**src/rtl/interrupt_control_unit_pkg.sv**
```systemverilog
// Shared definitions for the interrupt control unit: ALU codes, FSM state encoding, vector default.
// Latency: n/a (definitions only).
// Backpressure: n/a (definitions only).
package interrupt_control_unit_pkg;

    // ALU function codes the ICU drives while it owns the control bundle.
    localparam logic [3:0] ALU_PASS_OP2 = 4'b0100;
    localparam logic [3:0] ALU_NOP      = 4'b0000;

    // Data-memory address of the ISR vector high word; low word follows it.
    localparam int INT_VEC_ADDR = 0;

    typedef enum logic [2:0] {
        ST_IDLE     = 3'd0,
        ST_DRAIN    = 3'd1,
        ST_PUSH_HI  = 3'd2,
        ST_PUSH_LO  = 3'd3,
        ST_PUSH_FLG = 3'd4,
        ST_RD_HI    = 3'd5,
        ST_RD_LO    = 3'd6,
        ST_JUMP     = 3'd7
    } icu_state_e;

    function automatic logic is_push_state(input icu_state_e s);
        return (s == ST_PUSH_HI) || (s == ST_PUSH_LO) || (s == ST_PUSH_FLG);
    endfunction

endpackage

```
**src/rtl/int_pending_latch.sv**
```systemverilog
// Rising-edge detector on the interrupt request with a one-deep pending flag.
// Latency: pending rises on the clock edge that samples the 0->1 transition of i_req.
// Backpressure: none; a new edge coinciding with i_clr keeps the flag set, extra edges merge.
//
// Ports:
//   clk, rst_n   clock, asynchronous active-low reset
//   i_req        raw interrupt request level
//   i_clr        consume the pending request (FSM leaves IDLE)
//   o_pending    a request is waiting to be serviced
module int_pending_latch (
    input  logic clk,
    input  logic rst_n,
    input  logic i_req,
    input  logic i_clr,
    output logic o_pending
);

    logic r_req_d;
    logic r_pending;
    logic w_edge;

    assign w_edge    = i_req & ~r_req_d;
    assign o_pending = r_pending;

    always_ff @(posedge clk or negedge rst_n) begin
        if (!rst_n) begin
            r_req_d   <= 1'b0;
            r_pending <= 1'b0;
        end else begin
            r_req_d   <= i_req;
            // Set dominates clear so an edge landing on the consume cycle is not lost.
            r_pending <= w_edge | (r_pending & ~i_clr);
        end
    end

endmodule

```
**src/rtl/interrupt_control_unit.sv**
```systemverilog
// Interrupt controller: freezes fetch, drains, pushes PC/flags, fetches the ISR vector, branches.
// Latency: JUMP is reached 6+DRAIN_CYCLES cycles after the request edge is sampled (no stalls).
// Backpressure: i_stall holds state and captured data and suppresses all side-effect strobes.
//
// Ports:
//   clk, rst_n          clock, asynchronous active-low reset
//   i_int_req           interrupt request (rising edge = request)
//   i_stall             pipeline/memory stall
//   i_pc_in             PC of the next unexecuted instruction
//   i_flags_in          condition flags {C,N,Z}
//   i_mem_rdata         data-memory read data, valid the cycle after o_dmr
//   o_int_flag          ICU owns the decode control bundle
//   o_freeze_fetch      hold PC/fetch, inject NOPs
//   o_stack_operation   address memory via SP
//   o_push_pop          1 = push
//   o_write_sp          SP update strobe
//   o_dmw / o_dmr       data-memory write / read strobes
//   o_alu_function      pass-operand-2 during pushes
//   o_push_data         word written on push
//   o_mem_addr          vector address (valid with o_dmr)
//   o_branch            one-cycle redirect strobe
//   o_target_pc         ISR address (valid with o_branch)
//   o_int_ack           one-cycle dispatch pulse
module interrupt_control_unit
    import interrupt_control_unit_pkg::*;
#(
    parameter int PC_WIDTH     = 32,
    parameter int DATA_WIDTH   = 16,
    parameter int FLAG_WIDTH   = 3,
    parameter int DRAIN_CYCLES = 3,
    parameter int VEC_ADDR     = INT_VEC_ADDR
) (
    input  logic                  clk,
    input  logic                  rst_n,
    input  logic                  i_int_req,
    input  logic                  i_stall,
    input  logic [PC_WIDTH-1:0]   i_pc_in,
    input  logic [FLAG_WIDTH-1:0] i_flags_in,
    input  logic [DATA_WIDTH-1:0] i_mem_rdata,
    output logic                  o_int_flag,
    output logic                  o_freeze_fetch,
    output logic                  o_stack_operation,
    output logic                  o_push_pop,
    output logic                  o_write_sp,
    output logic                  o_dmw,
    output logic                  o_dmr,
    output logic [3:0]            o_alu_function,
    output logic [DATA_WIDTH-1:0] o_push_data,
    output logic [PC_WIDTH-1:0]   o_mem_addr,
    output logic                  o_branch,
    output logic [PC_WIDTH-1:0]   o_target_pc,
    output logic                  o_int_ack
);

    localparam logic [2:0] LP_CNT_INIT = 3'(DRAIN_CYCLES - 1);

    icu_state_e            r_state;
    icu_state_e            w_state_nxt;
    logic [2:0]            r_cnt;
    logic [2:0]            w_cnt_nxt;
    logic [PC_WIDTH-1:0]   r_pc;
    logic [FLAG_WIDTH-1:0] r_flags;
    logic [DATA_WIDTH-1:0] r_vec_hi;
    logic                  w_pending;
    logic                  w_pend_clr;
    logic                  w_run;
    logic                  w_take;

    assign w_run  = ~i_stall;
    assign w_take = w_run && (r_state == ST_IDLE) && w_pending;

    int_pending_latch u_pending (
        .clk       (clk),
        .rst_n     (rst_n),
        .i_req     (i_int_req),
        .i_clr     (w_pend_clr),
        .o_pending (w_pending)
    );

    always_ff @(posedge clk or negedge rst_n) begin
        if (!rst_n) begin
            r_state  <= ST_IDLE;
            r_cnt    <= 3'd0;
            r_pc     <= '0;
            r_flags  <= '0;
            r_vec_hi <= '0;
        end else begin
            r_state <= w_state_nxt;
            r_cnt   <= w_cnt_nxt;
            if (w_take) begin
                r_pc    <= i_pc_in;
                r_flags <= i_flags_in;
            end
            // Read data for the RD_HI access is on the bus during RD_LO; a stalled
            // memory keeps it there, so only the unstalled cycle captures it.
            if (w_run && (r_state == ST_RD_LO)) begin
                r_vec_hi <= i_mem_rdata;
            end
        end
    end

    always_comb begin
        w_state_nxt = r_state;
        w_cnt_nxt   = r_cnt;
        w_pend_clr  = 1'b0;
        if (w_run) begin
            case (r_state)
                ST_IDLE: begin
                    if (w_pending) begin
                        w_state_nxt = ST_DRAIN;
                        w_cnt_nxt   = LP_CNT_INIT;
                        w_pend_clr  = 1'b1;
                    end
                end
                ST_DRAIN: begin
                    if (r_cnt == 3'd0) begin
                        w_state_nxt = ST_PUSH_HI;
                    end else begin
                        w_cnt_nxt = r_cnt - 3'd1;
                    end
                end
                ST_PUSH_HI:  w_state_nxt = ST_PUSH_LO;
                ST_PUSH_LO:  w_state_nxt = ST_PUSH_FLG;
                ST_PUSH_FLG: w_state_nxt = ST_RD_HI;
                ST_RD_HI:    w_state_nxt = ST_RD_LO;
                ST_RD_LO:    w_state_nxt = ST_JUMP;
                ST_JUMP:     w_state_nxt = ST_IDLE;
                default:     w_state_nxt = ST_IDLE;
            endcase
        end
    end

    // Outputs decode from the registered state so an asynchronous reset clears
    // them in the same cycle. Strobes with side effects are masked by stall.
    always_comb begin
        o_int_flag        = (r_state != ST_IDLE);
        o_freeze_fetch    = (r_state != ST_IDLE);
        o_stack_operation = 1'b0;
        o_push_pop        = 1'b0;
        o_write_sp        = 1'b0;
        o_dmw             = 1'b0;
        o_dmr             = 1'b0;
        o_alu_function    = ALU_NOP;
        o_push_data       = '0;
        o_mem_addr        = '0;
        o_branch          = 1'b0;
        o_target_pc       = '0;
        o_int_ack         = 1'b0;

        if (is_push_state(r_state)) begin
            o_stack_operation = 1'b1;
            o_push_pop        = 1'b1;
            o_write_sp        = w_run;
            o_dmw             = w_run;
            o_alu_function    = ALU_PASS_OP2;
        end

        case (r_state)
            ST_PUSH_HI:  o_push_data = r_pc[PC_WIDTH-1:DATA_WIDTH];
            ST_PUSH_LO:  o_push_data = r_pc[DATA_WIDTH-1:0];
            ST_PUSH_FLG: o_push_data = DATA_WIDTH'(r_flags);
            ST_RD_HI: begin
                o_dmr      = w_run;
                o_mem_addr = PC_WIDTH'(VEC_ADDR);
            end
            ST_RD_LO: begin
                o_dmr      = w_run;
                o_mem_addr = PC_WIDTH'(VEC_ADDR + 1);
            end
            ST_JUMP: begin
                o_branch    = w_run;
                o_int_ack   = w_run;
                o_target_pc = {r_vec_hi, i_mem_rdata};
            end
            default: ;
        endcase
    end

endmodule
```
**config.mk**
```make
export PLATFORM = sky130hd
export DESIGN_NAME = interrupt_control_unit
export DESIGN_NICKNAME = d
export VERILOG_FILES = /design/src/rtl/interrupt_control_unit_pkg.sv /design/src/rtl/int_pending_latch.sv /design/src/rtl/interrupt_control_unit.sv
export SDC_FILE = /design/constraint.sdc
export NUM_CORES = 1
export LEC_CHECK = 0
export ABC_AREA = 1
export CAP_MARGIN = 10
export CORE_MARGIN = 2
export CORE_UTILIZATION = 41
export DETAILED_ROUTE_END_ITERATION = 8
export PLACE_DENSITY_LB_ADDON = 0.15
export SLEW_MARGIN = 15
export SYNTH_ARGS = -nofsm -noshare
export SYNTH_HDL_FRONTEND = slang
export SYNTH_SLANG_ARGS = --single-unit
```
**constraint.sdc**
```tcl
create_clock -name clk -period 2.6 [get_ports clk]
set_clock_uncertainty 0.05 [all_clocks]
set_input_delay 0.52 -clock clk [delete_from_list [all_inputs] [get_ports clk]]
set_output_delay 0.52 -clock clk [all_outputs]
set_load 0.05 [all_outputs]
```
== Word-level counts from Yosys, hierarchy flattened ==
Cells that the tools add are included.

* Output and inout bits: 93
* Register bits: 59
* Input port bits: 55
* Word-level logic and storage cells: 53

* Mux-type cells: 17
* Equality and inequality tests: 10
* $add $sub $neg: 1
* Reductions and logical operators: 12
* Bitwise operators: 6

{| class="wikitable"
|+ Operators by type and width
! cell !! count
|-
| 16-bit one-hot mux with 3 select lines || 1
|-
| 32-bit 2-to-1 mux || 1
|-
| 3-bit one-hot mux with 8 select lines || 1
|-
| 3-bit 2-to-1 mux || 5
|-
| 3-bit equality test, second input constant || 4
|-
| 1-bit 2-to-1 mux || 8
|-
| 3-bit by 2-bit equality test with 1-bit output, second input constant || 2
|-
| 3-bit zero test || 2
|-
| 3-bit one-hot mux with 2 select lines || 1
|-
| 2-bit != test, second input constant || 2
|-
| 4-bit AND reduction || 1
|-
| 3-bit by 1-bit equality test with 1-bit output, second input constant || 1
|-
| 1-bit logical AND || 3
|-
| 1-bit NOT || 3
|-
| 3-bit AND reduction || 1
|-
| 3-bit nonzero test || 1
|-
| 3-bit by 1-bit subtractor with 3-bit output, second input constant || 1
|-
| 1-bit AND || 2
|-
| 1-bit logical OR || 2
|-
| 2-bit by 1-bit != test with 1-bit output, second input constant || 1
|-
| 2-bit nonzero test || 1
|-
| 2-bit OR reduction || 1
|-
| 1-bit OR || 1
|}

== Depth between registers and ports, before layout ==
Gate-level depths: netlist of the first run.

* Word-level depth: 6
* Depth in mapped cells: 9
* Depth with buffers taken out: 9

== By module ==
Synthesis of the first run repeated with hierarchy kept, for this count alone.

* Cells, all modules: 411
* Area, all modules: 3189.3 um^2

{| class="wikitable"
|+ By module, submodules not included
! module !! cells an instance !! times used !! seq. area each (um^2) !! area an instance (um^2)
|-
| interrupt_control_unit || 404 || 1 || 1426.4 || 3120.5
|-
| int_pending_latch || 7 || 1 || 50.0 || 68.8
|}

== Least setup slack after synthesis of the first run ==
OpenSTA, ideal clock, no wires.

* Path kind: register -> output
* Start point: register r_state[2]
* End point: output port o_dmr
* Data required time: 2.030 ns
* Setup slack: -0.096 ns
* Arrival time: 2.126 ns
* Stages on the path, launching flop included: 4
* Cells stage by stage: dfrtp_1 buf_6 inv_1 nor4_1

* Word-level cells in the longest chain between the ends: 3
* Elaborated cells between the ends (all ways): 4
* Those cells by class: eq/ne: 2; mux: 1; reduce/logical: 1

{| class="wikitable"
|+ Ends and longest elaborated chain
! what !! RTL line !! text
|-
| start: declaration || interrupt_control_unit.sv:57 || <nowiki>icu_state_e r_state;</nowiki>
|-
| start signal: assignment || interrupt_control_unit.sv:88 || <nowiki>r_state <= w_state_nxt;</nowiki>
|-
| 3-bit equality test || interrupt_control_unit.sv:158 || <nowiki>case (r_state)</nowiki>
|-
| 2-bit OR reduction (no line) (*) || -- ||
|-
| 1-bit 2-to-1 mux (*) || interrupt_control_unit.sv:158 ||
|-
| end: declaration || interrupt_control_unit.sv:46 || <nowiki>output logic o_dmr,</nowiki>
|}

Every way passes the cells marked *; elsewhere a longest branch is shown, timed or not.

== Worst setup path after layout of the first run ==
* Start point: register r_state[0]
* End point: output port o_push_data[13]

* Word-level cells in the longest chain between the ends: 2
* Elaborated cells between the ends (all ways): 4
* Those cells by class: eq/ne: 3; mux: 1

{| class="wikitable"
|+ Ends and longest elaborated chain
! what !! RTL line !! text
|-
| 3-bit equality test or 3-bit by 2-bit equality test with 1-bit output (tied branches) || interrupt_control_unit.sv:158 ||
|-
| 16-bit one-hot mux with 3 select lines (*) || interrupt_control_unit.sv:158 ||
|-
| end: declaration || interrupt_control_unit.sv:48 || <nowiki>output logic [DATA_WIDTH-1:0] o_push_data,</nowiki>
|}

Marks and branches as above.

==> metrics list, run 1 <==
- The run finished with clean final reports.
* Die width: 94.7 um
- Post-synthesis share of cell area spent on xor and xnor gates: 0
- Kind of launch point of the worst setup path: register
- Worst Reg2Reg Path Length in Cells: 5
* Antenna Nets Post-Route: 0
- After synthesis, the share of cell area in mux cells is 0.
- The number of clock buffers added by TritonCTS is 9.
- Via count: 2712
- For this block, the routed nets add up to 7340 um of wire.
* Setup repair after global routing missed its margin: no
- Total instance count after detailed placement: 609
- Max Slew Vio Count: 0
- The share of the synthesized area in compound gates (AO/OA/AOI/OAI) came to 0.153.
- Initial Util: 0.417
- Commonest cells after routing, fill and taps aside: sky130_fd_sc_hd__nand2_1 (83), sky130_fd_sc_hd__inv_1 (77), sky130_fd_sc_hd__dfrtp_1 (59)
* Post-route DRC: 0
- Dividing total power by cell area gives a power density of roughly 1200 mW/mm^2.
- Site Rows: 33
- In this run the cell area of the synthesized design comes to 0.00337 sq mm.
* Arrival @ worst endpoint: 1880 ps
* Post-Layout Cell Count: around 630
- Maximum buffer depth of the clock tree: 2
- In the global route stage, overall resource usage came out at 0.174.
* Ant diodes: 0
- Routed met2 length: 3430 um
- The worst pin sits at a relative slew slack of 0.524.
- Sink count of the clock tree: 59
- Required time of the critical path: just over 2000 ps
- The library cell used most frequently in the layout, excluding fill and tap cells, is sky130_fd_sc_hd__nand2_1.
* WS Path Type: register to primary output
- In this run the critical register-to-register path is captured at r_pc[26].
- Wire length per cell after detailed routing: 11.7 um
* Post-synthesis simple-gate area fraction: 0.182
- Routability-driven placement finished with a final weighted congestion of between 0.7 and 0.8.
- After floorplanning, the core was sized to cover 0.00809 sq mm.
- CP Cell Sequence: nand2_2, nor2_4, a22o_1, buf_12
- Syn-to-layout area delta: 52.8%
- The share of the Yosys chip area taken by registers is 0.438.
* Leakage component of the power: between 2 and 3 nW
- The path class of the tightest hold or removal check is input port to async pin.
- Hold Vio Cnt, Final: 0
- Critical register-to-register path startpoint: r_state[2]
* Initial DRT Pass Iterations: 5
* I/O Buffers: around 110
- Largest net degree at the start of global routing: 33
* Wire length of the first global-routing pass: 12100 um
- DPL Wire Length: 5560 um
- CTS clock-pin slew for the worst setup and hold paths: 70 ps
- Share of the clock period used by the worst path: 0.944
- Routed length on met3: 632 um
- The H-tree was split into 3 levels.
- I/O pin cnt: ~150
- Final worst path period need: 2450 ps
* Number of instances in the synthesized netlist: 408
* Total die area: 0.00897 sq mm
- The initial antenna violation count was 0.
- Worst setup slack for register-to-register paths: ~880 ps
* #FFs+latches synth: 59
- Number of global-route vias before repair: 2549
* Worst-path cell with the longest stage delay: sky130_fd_sc_hd__dfrtp_1
* Net count, final: 572
- Library cell used as clock root buffer: sky130_fd_sc_hd__clkbuf_8
- Number of vias per cell: 4.34
- In this run the mean area of a mapped cell was 8.26 sq um.
- Actual transition at the worst max-transition pin: 715 ps
- Worst Path Max Fanout: 17
- Final setup violation count: 0
* Kind of end point of the critical path: primary output
- In the final layout, the share of cells above drive strength 1 is 0.246.
- Maximum operating frequency: 0.408 GHz
- The Yosys step of the flow raised 0 warnings.
- Of the total synthesized cell area, the portion taken by full adders, half adders and majority gates is 0.00742.
* Combinational family with the most area after synthesis: buffers and inverters
- The tool flagged a number of max-cap violations equal to 0.
- Routed metal-1 wire length: approximately 3200 um
- Final sum of negative setup slack: 0 ps
- The worst-case IR drop observed on VDD is 0.000514 V.
- Hold slack: between 150 and 200 ps
* Total congestion overflow: 0
- The die is 94.7 um tall.
- In this design, the stage delay of the slowest critical-path cell is 560 ps.
* Iteration-0 DRC count of the detailed router: 118
- TritonCTS built the clock tree.
- The detailed router used layers up to and including met4.
- Total power: 6.05 mW
- Counting distinct cell types in the post-synthesis netlist gives 22.
* Post-CTS setup buffer count: 0
* Clk_lat worst skew: approximately 330 ps
-- per-stage QoR --
stage | worst slack [ps] | util | area, sq um
2_1_floorplan | 97.2 | - | 3500
3_3_place_gp | 443 | 0.608 | 4920
3_5_place_dp | 410 | 0.608 | 4920
4_1_cts | 54.4 | 0.636 | 5150
5_1_grt | 10.3 | 0.637 | 5150
6_report | 146 | 0.637 | 5150
-- Yosys cell counts --
cell,number,area [sq um]
sky130_fd_sc_hd__buf_6,9,101
sky130_fd_sc_hd__nand3b_1,1,7.51
sky130_fd_sc_hd__ha_1,2,25.0
sky130_fd_sc_hd__nand2_2,4,25.0
sky130_fd_sc_hd__inv_1,77,289
sky130_fd_sc_hd__nand4_4,1,21.3
sky130_fd_sc_hd__conb_1,1,3.75
sky130_fd_sc_hd__o21ai_1,17,85.1
sky130_fd_sc_hd__nor4_1,1,6.26
sky130_fd_sc_hd__a21oi_1,1,5.00
sky130_fd_sc_hd__buf_2,7,35.0
sky130_fd_sc_hd__inv_2,3,11.3
sky130_fd_sc_hd__nor2_4,2,22.5
sky130_fd_sc_hd__nor3_4,1,16.3
sky130_fd_sc_hd__nand2_1,83,312
sky130_fd_sc_hd__a22o_1,13,114
sky130_fd_sc_hd__dfrtp_1,59,1480
sky130_fd_sc_hd__buf_4,40,300
sky130_fd_sc_hd__o21ai_0,1,5.00
sky130_fd_sc_hd__nor2_1,37,139
sky130_fd_sc_hd__o21ai_2,35,307
sky130_fd_sc_hd__nand3_1,13,65.1
-- kinds of logic after synthesis --
logic type,count (synthesis)
other,1
and+or+nand+nor,143
buffers and inverters,136
adders and majority gates,2
AOI/OAI and AO/OA,67
DFF,59
-- critical path: cells and delay by family, from the launching register on --
| kind | cells | cell delay [ps] |
|---|---|---|
| DFF | 1 | 560 |
| and+or+nand+nor | 2 | 530 |
| AOI/OAI and AO/OA | 1 | 300 |
| buffers and inverters | 1 | 150 |
-- sequential cells by signal, summed over array words and instances, names as in the netlist --
register and flops:
r_state 3, u_pending.r_req_d 1, r_vec_hi 16, r_flags 3, r_cnt 3, u_pending.o_pending 1
r_pc 32
-- per-layer routing --
| metal | track usage | vias to the layer above |
|---|---|---|
| li1 | - | 1378 |
| met1 | 0.228 | 1226 |
| met2 | 0.272 | 100 |
| met3 | 0.0575 | 8 |
| met4 | 0.0543 | 0 |
| met5 | 0 | - |
-- timing repair --
item / 4_1_cts / 5_1_grt
resized for setup: 0 / 1
endpoints found under the hold margin: 0 / 0
hold buffers: 0 / 0
endpoints found under the setup margin: 0 / 1
-- area by class of cell --
cell class                 count  area [sq um]
fill                         680          2940
timing repair buffer         119          1730
sequential                    59          1480
multi-input combinational    246          1290
inverter                      80           300
clock buffer                  11           151
tap                          105           131
clock inverter                 5          75.1
-- worst max-delay path by stage --
stage | start | end | depth (start not counted)
finish | r_state[0] | o_push_data[13] | 4
floorplan | r_state[0] | o_write_sp | 5
CTS | r_state[0] | o_mem_addr[0] | 4
global placement | i_stall | o_write_sp | 3
global route | r_state[0] | o_target_pc[15] | 6
detailed placement | i_stall | o_dmw | 3
-- power by group --
group / switching (mW) / leakage [nW] / internal (mW)
registers: 0.276 / 0.740 / 1.32
logic: 2.08 / 1.76 / 1.42
clock network: 0.367 / 0.119 / 0.587
total: 2.72 / 2.62 / 3.33
Note: power is estimated with default switching activity, not from simulation.
==> run 2: changes to the inputs <==
--- a/config.mk
+++ b/config.mk
@@ -11,6 +11,7 @@
 export CORE_UTILIZATION = 41
 export DETAILED_ROUTE_END_ITERATION = 8
 export PLACE_DENSITY_LB_ADDON = 0.15
+export SETUP_SLACK_MARGIN = 0.1
 export SLEW_MARGIN = 15
 export SYNTH_ARGS = -nofsm -noshare
 export SYNTH_HDL_FRONTEND = slang
==> metrics list, run 2 (synthesis results as in run 1) <==
- The critical path crosses 4 cells after its start point.
- Actual transition at the worst max-transition pin: ~710 ps
- Clock latency on the worst-skew pair, taken at its later pin, is 330 ps.
- Entering global routing, the biggest net connects 33 pins.
- Of the cells placed in the final design, the portion with a size suffix greater than 1 is 0.252.
- Initial Util: 0.417
- Wire length per cell after detailed routing: 11.8 um
* Die width: 94.7 um
- Final estimated routing congestion in global placement: between 0.7 and 0.8
* Worst Reg2Reg Path Length in Cells: 5
- Area after DPL: 0.00492 sq mm
- Walking the worst path, the cells encountered are nand2_2, nor2_4, a22o_1, buf_12.
* Capture point of the worst path: o_push_data[13]
- WS Path Type: register to primary output
* Ant diodes: 0
- The number of buffers and inverters on the critical path is 1.
- After global routing the overflow that remains totals 0.
- Largest registers: r_pc (32), r_vec_hi (16)
- Initial DRT Pass Iterations: 4
- Max Slew Vio Count: 0
- Final design instance area without fill: around 0.0052 sq mm
- TritonCTS clock tree: yes
- Commonest cells after routing, fill and taps aside: sky130_fd_sc_hd__nand2_1 (83), sky130_fd_sc_hd__inv_1 (77), sky130_fd_sc_hd__dfrtp_1 (57)
- Total power: 6.06 mW
- Wire length of the first global-routing pass: about 12000 um
- End of the worst register-to-register path: r_pc[26]
* Syn-to-layout area delta: 52.9%
- Setup slack closes at 245 ps.
- Max transition margin: 0.524
- The H-tree was split into 3 levels.
* Detailed-route wire length: approximately 7300 um
* Kind of launch point of the worst setup path: register
- The detail route stage leaves a number of antenna-violating nets equal to 0.
- Worst Path Max Fanout: 17
- Power density over cell area: 1180 mW/mm^2
- Number of global-route vias before repair: about 2500
* Worst min-delay path class: input port to async pin
* Maxcap violations: 0
- The final count of hold timing violations is 0.
- Start point of the critical path: r_state[0]
* Final worst path period need: about 2400 ps
- Critical register-to-register path startpoint: r_state[2]
- Required time of the critical path: 2030 ps
* CTS clock-pin slew for the worst setup and hold paths: 70 ps
- Clock tree synthesis inserted a total of 9 buffers.
- DPL Wire Length: 5560 um
- Sink count of the clock tree: 59
* Kind of cell with the highest combined delay on the critical path: flip-flops
* Worst-path cell with the longest stage delay: sky130_fd_sc_hd__dfrtp_2
* Leakage component of the power: 2.60 nW
* Kind of end point of the critical path: primary output
* Hold slack: 180 ps
* I/O pin cnt: 148
- Initial antenna violation count: 0
* Status: complete, no violations
* Via count: 2714
- I/O Buffers: 113
- For this block, the initial DRC count from the detailed router was 119.
* Post-CTS setup buffer count: 0
- For this run, the total global-route usage over all layers was measured as 0.174.
- Summed over all failing endpoints, the final setup total negative slack is 0 ps.
* Vertical extent of the die: 94.7 um
* Share of the clock period used by the worst path: 0.906
- Arrival @ worst endpoint: 1780 ps
- Prior to clock tree synthesis, the placed netlist has a worst setup slack of 410 ps.
* Net count, final: 572
* Setup repair after global routing missed its margin: no
- Number of vias per cell: ~4.3
* IR drop worst, VDD: 0.000514 V
* Post-route DRC: 0
- The register with the most flip-flops in the layout has 32 of them.
- Leaving out fill and tap cells, the most frequent cell in the layout is sky130_fd_sc_hd__nand2_1.
- Site Rows: 33
- Maximum buffer depth of the clock tree: 2
- The core region is between 0.008 and 0.009 sq mm.
* Library cell used as clock root buffer: sky130_fd_sc_hd__clkbuf_8
- The setup check on the worst reg-to-reg path leaves a slack of 880 ps.
- Worst path max stage delay: 490 ps
* Biggest register: r_pc
- Final setup violation count: 0
* Maximum operating frequency: 0.425 GHz
* Total die area: 0.00897 sq mm
## run 2: changes by cell type in the layout (fill, tap and decap cells not counted), sizes merged
cell | previous run | this run
dlygate4sd2 | 0 | 1
dlymetal6s2s | 1 | 0
## run 2: routing by layer
metal  vias up  share of wire  track usage
met3         8          0.086       0.0575
met5         -              0            0
met1      1229           0.43        0.228
met2        99           0.47        0.272
met4         0          0.012       0.0543
li1       1378              -            -
## run 2: metrics by stage
stage | instances | utilization
after CTS | 625 | 0.636
after floorplan | 441 | -
final | 625 | 0.637
after global placement | 609 | 0.608
after global routing | 625 | 0.637
after detailed placement | 609 | 0.608
## run 2: power by group
group	total, mW	internal, mW	switching, mW
Sequential	1.60	1.32	0.276
Combinational	3.50	1.42	2.08
Clock	0.955	0.587	0.368
## run 2: repair_timing
action                     4_1_cts  5_1_grt
pin swaps                        0        0
gates resized for setup          1        3
setup endpoints to repair        1       47
hold buffers                     0        0
gates cloned                     0        0
## run 2: worst min-delay path by stage
stage | end | slack [ps] | cells past startpoint
after floorplan | r_cnt[0] | 170 | 0
after global placement | u_pending.o_pending | 350 | 1
after detailed placement | u_pending.o_pending | 350 | 1
after CTS | r_vec_hi[8] | 210 | 1
after global routing | r_flags[1] | 250 | 1
final | r_cnt[2] | 180 | 1
## run 2: area by class of cell
type                    count  area (sq um)
clock buffers              11           151
clock inverters             5          75.1
flip-flops and latches     59          1480
fillers                   681          2940
multi-input cells         246          1290
repair buffers            119          1730
well taps                 105           131
inverters                  80           300
## run 2: worst reg2reg max path: stages (launching register included)
cell and delay [ps]:
sky130_fd_sc_hd__dfrtp_1 520, sky130_fd_sc_hd__inv_1 250, sky130_fd_sc_hd__nand4_4 340, sky130_fd_sc_hd__buf_4 310, sky130_fd_sc_hd__nand2_1 90, sky130_fd_sc_hd__o21ai_2 50
==> run 3: changes to the inputs <==
--- a/config.mk
+++ b/config.mk
@@ -7,7 +7,7 @@
 export LEC_CHECK = 0
 export ABC_AREA = 1
 export CAP_MARGIN = 10
-export CORE_MARGIN = 2
+export CORE_ASPECT_RATIO = 0.7
 export CORE_UTILIZATION = 41
 export DETAILED_ROUTE_END_ITERATION = 8
 export PLACE_DENSITY_LB_ADDON = 0.15
==> metrics list, run 3 (synthesis results as in run 1) <==
* Library cell used as clock root buffer: sky130_fd_sc_hd__clkbuf_16
- Routed metal-1 wire length: 3490 um
- The net count of the finished layout is 572.
- 148 I/O pins were placed.
- In this run the remaining antenna-violating nets after routing total 0.
- Initial Util: 0.427
- Of the cells placed in the final design, the portion with a size suffix greater than 1 is 0.252.
- Total die area: 0.00860 sq mm
* Detailed-route wire length: roughly 7400 um
- Number of global-route vias before repair: 2464
* DPL Wire Length: 5630 um
- Worst setup slack for register-to-register paths: 970 ps
- Wire length of the first global-routing pass: 12200 um
* Core footprint: 0.00791 sq mm
- Power spread over the standard cell area amounts to approximately 1200 mW/mm^2.
* Hold Vio Cnt, Final: 0
* Die width: 110 um
- Critical register-to-register path startpoint: r_cnt[0]
* Syn-to-layout area delta: 55.2%
- At the end of routability-driven placement, the weighted congestion stood at 0.796.
- Ant diodes: 0
- WS Path Type: register to primary output
* Leakage component of the power: around 2.6 nW
- TritonCTS built the clock tree.
- Setup violations remaining at the end of the flow were counted as 0.
* Final sum of negative setup slack: 0 ps
* Vertical extent of the die: approximately 78 um
* Total clock buffers created by CTS: 9
- Before antenna repair, the detailed router went through 4 iterations.
* Area occupied by multi-input gates: 0.00129 sq mm
- Input and output buffers added on the ports amount to roughly 110.
* CTS clock-pin slew for the worst setup and hold paths: 50 ps
- The count of final max-slew check failures came to 0.
- Initial antenna violation count: 0
* Maxcap violations: 0
- Post-CTS setup buffer count: 0
- Worst Reg2Reg Path Length in Cells: 9
- Final worst path period need: 2360 ps
- The filler cells instantiated in the layout total 648.
* Actual transition at the worst max-transition pin: 597 ps
- Start point of the critical path: r_state[2]
* Site Rows: 27
- IR analysis of the VDD net gives a maximum drop of 0.000851 V.
- Wire length per cell after detailed routing: 11.9 um
- STA classifies the critical path startpoint as a register.
* Seq. cell area: 0.00148 sq mm
- Status: complete, no violations
- The longest clock path from root to sink contains 2 buffers.
- Total number of H-tree levels: 3
- Entering global routing, the biggest net connects between 70 and 80 pins.
- Total power: between 6 and 7 mW
* End of the worst register-to-register path: r_cnt[2]
* Routed length on met3: 471 um
* Via count: between 2000 and 3000
- Leaving out fill and tap cells, the most frequent cell in the layout is sky130_fd_sc_hd__nand2_1.
- Tot GR Track Use: 0.187
* Total congestion overflow: 0
* Largest register FFs: 32
- For this design, the sink count on the clock tree is 59.
* Iteration-0 DRC count of the detailed router: between 100 and 150
* Top sig layer: met4
- Largest registers: r_pc (32), r_vec_hi (16)
- The register with the most flip-flops in the final layout is r_pc.
- Worst Path Max Fanout: 9
* Commonest cells after routing, fill and taps aside: sky130_fd_sc_hd__nand2_1 (83), sky130_fd_sc_hd__inv_1 (77), sky130_fd_sc_hd__dfrtp_1 (57)
* Max transition margin: 0.602
- Arrival @ worst endpoint: 1790 ps
- The later pin in the worst-skew pair is clocked with a latency of 320 ps.
- After detailed routing, the number of remaining DRC violations is 0.
- STA classifies the critical path endpoint as a primary output.
- The path class of the tightest hold or removal check is input port to async pin.
- Required time of the critical path: 2030 ps
- In the routed layout, each cell is associated on average with a via count of 4.34.
- Setup repair after global routing missed its margin: no
- In the detailed route, the total length drawn on met2 is between 3000 and 4000 um.
- Timing would allow up to 0.423 GHz.
- In the finished design, the share of the clock period the worst path needs comes to 0.909.
[run 3: cell count changes in the layout (fill, tap and decap cells not counted), moves of 2 or more]
| cell | previous run | this run |
|---|---|---|
| sky130_fd_sc_hd__clkbuf_16 | 0 | 9 |
| sky130_fd_sc_hd__clkbuf_8 | 11 | 2 |
| sky130_fd_sc_hd__buf_12 | 56 | 54 |
| sky130_fd_sc_hd__clkinv_2 | 3 | 1 |
| sky130_fd_sc_hd__nor2_1 | 37 | 35 |
| sky130_fd_sc_hd__nor2_2 | 0 | 2 |
[run 3: how the worst max path moves through the flow]
stage | depth (start not counted) | endpoint | slack, ps
detailed placement | 6 | o_target_pc[5] | 410
finish | 4 | o_dmw | 240
floorplan | 5 | o_write_sp | 100
global route | 6 | o_target_pc[2] | 130
global placement | 4 | o_mem_addr[0] | 460
CTS | 6 | o_target_pc[5] | 120
[run 3: power breakdown]
part | internal [mW] | switching, mW
Sequential | 1.33 | 0.275
Combinational | 1.41 | 2.10
Clock | 0.888 | 0.385
Total | 3.63 | 2.76
[run 3: worst max-delay path, stage by stage, from the launching register on]
cell and delay, ps:
sky130_fd_sc_hd__dfrtp_1 500, sky130_fd_sc_hd__inv_1 240, sky130_fd_sc_hd__nand2_1 120, sky130_fd_sc_hd__a21oi_1 410, sky130_fd_sc_hd__buf_12 200
[run 3: metal layers]
layer / up-vias / global-route usage
li1: 1385 / -
met1: 1220 / 0.261
met2: 84 / 0.270
met3: 9 / 0.0580
met4: 0 / 0.0711
met5: - / 0
[run 3: area by class of cell]
type	count	share of cell area
Inverter	80	0.0574
Timing Repair Buffer	119	0.326
Tap cell	101	0.0242
Clock inverter	4	0.0139
Sequential cell	59	0.283
Multi-Input combinational cell	246	0.247
Clock buffer	12	0.0490
[run 3: repair_timing]
item	4_1_cts	5_1_grt
gates resized for setup	2	4
hold buffers	0	0
endpoints found under the hold margin	0	0
setup endpoints to repair	20	21
[run 3: metrics by stage]
stage	instance area, sq um	cells	hold WS, ps	util	setup WS (ps)
final	5230	621	154	0.662	237
after global routing	5230	621	199	0.662	127
after CTS	5220	621	167	0.661	119
after detailed placement	4890	605	366	0.619	406
after global placement	4890	605	348	0.619	459
after floorplan	3500	441	174	-	97.2
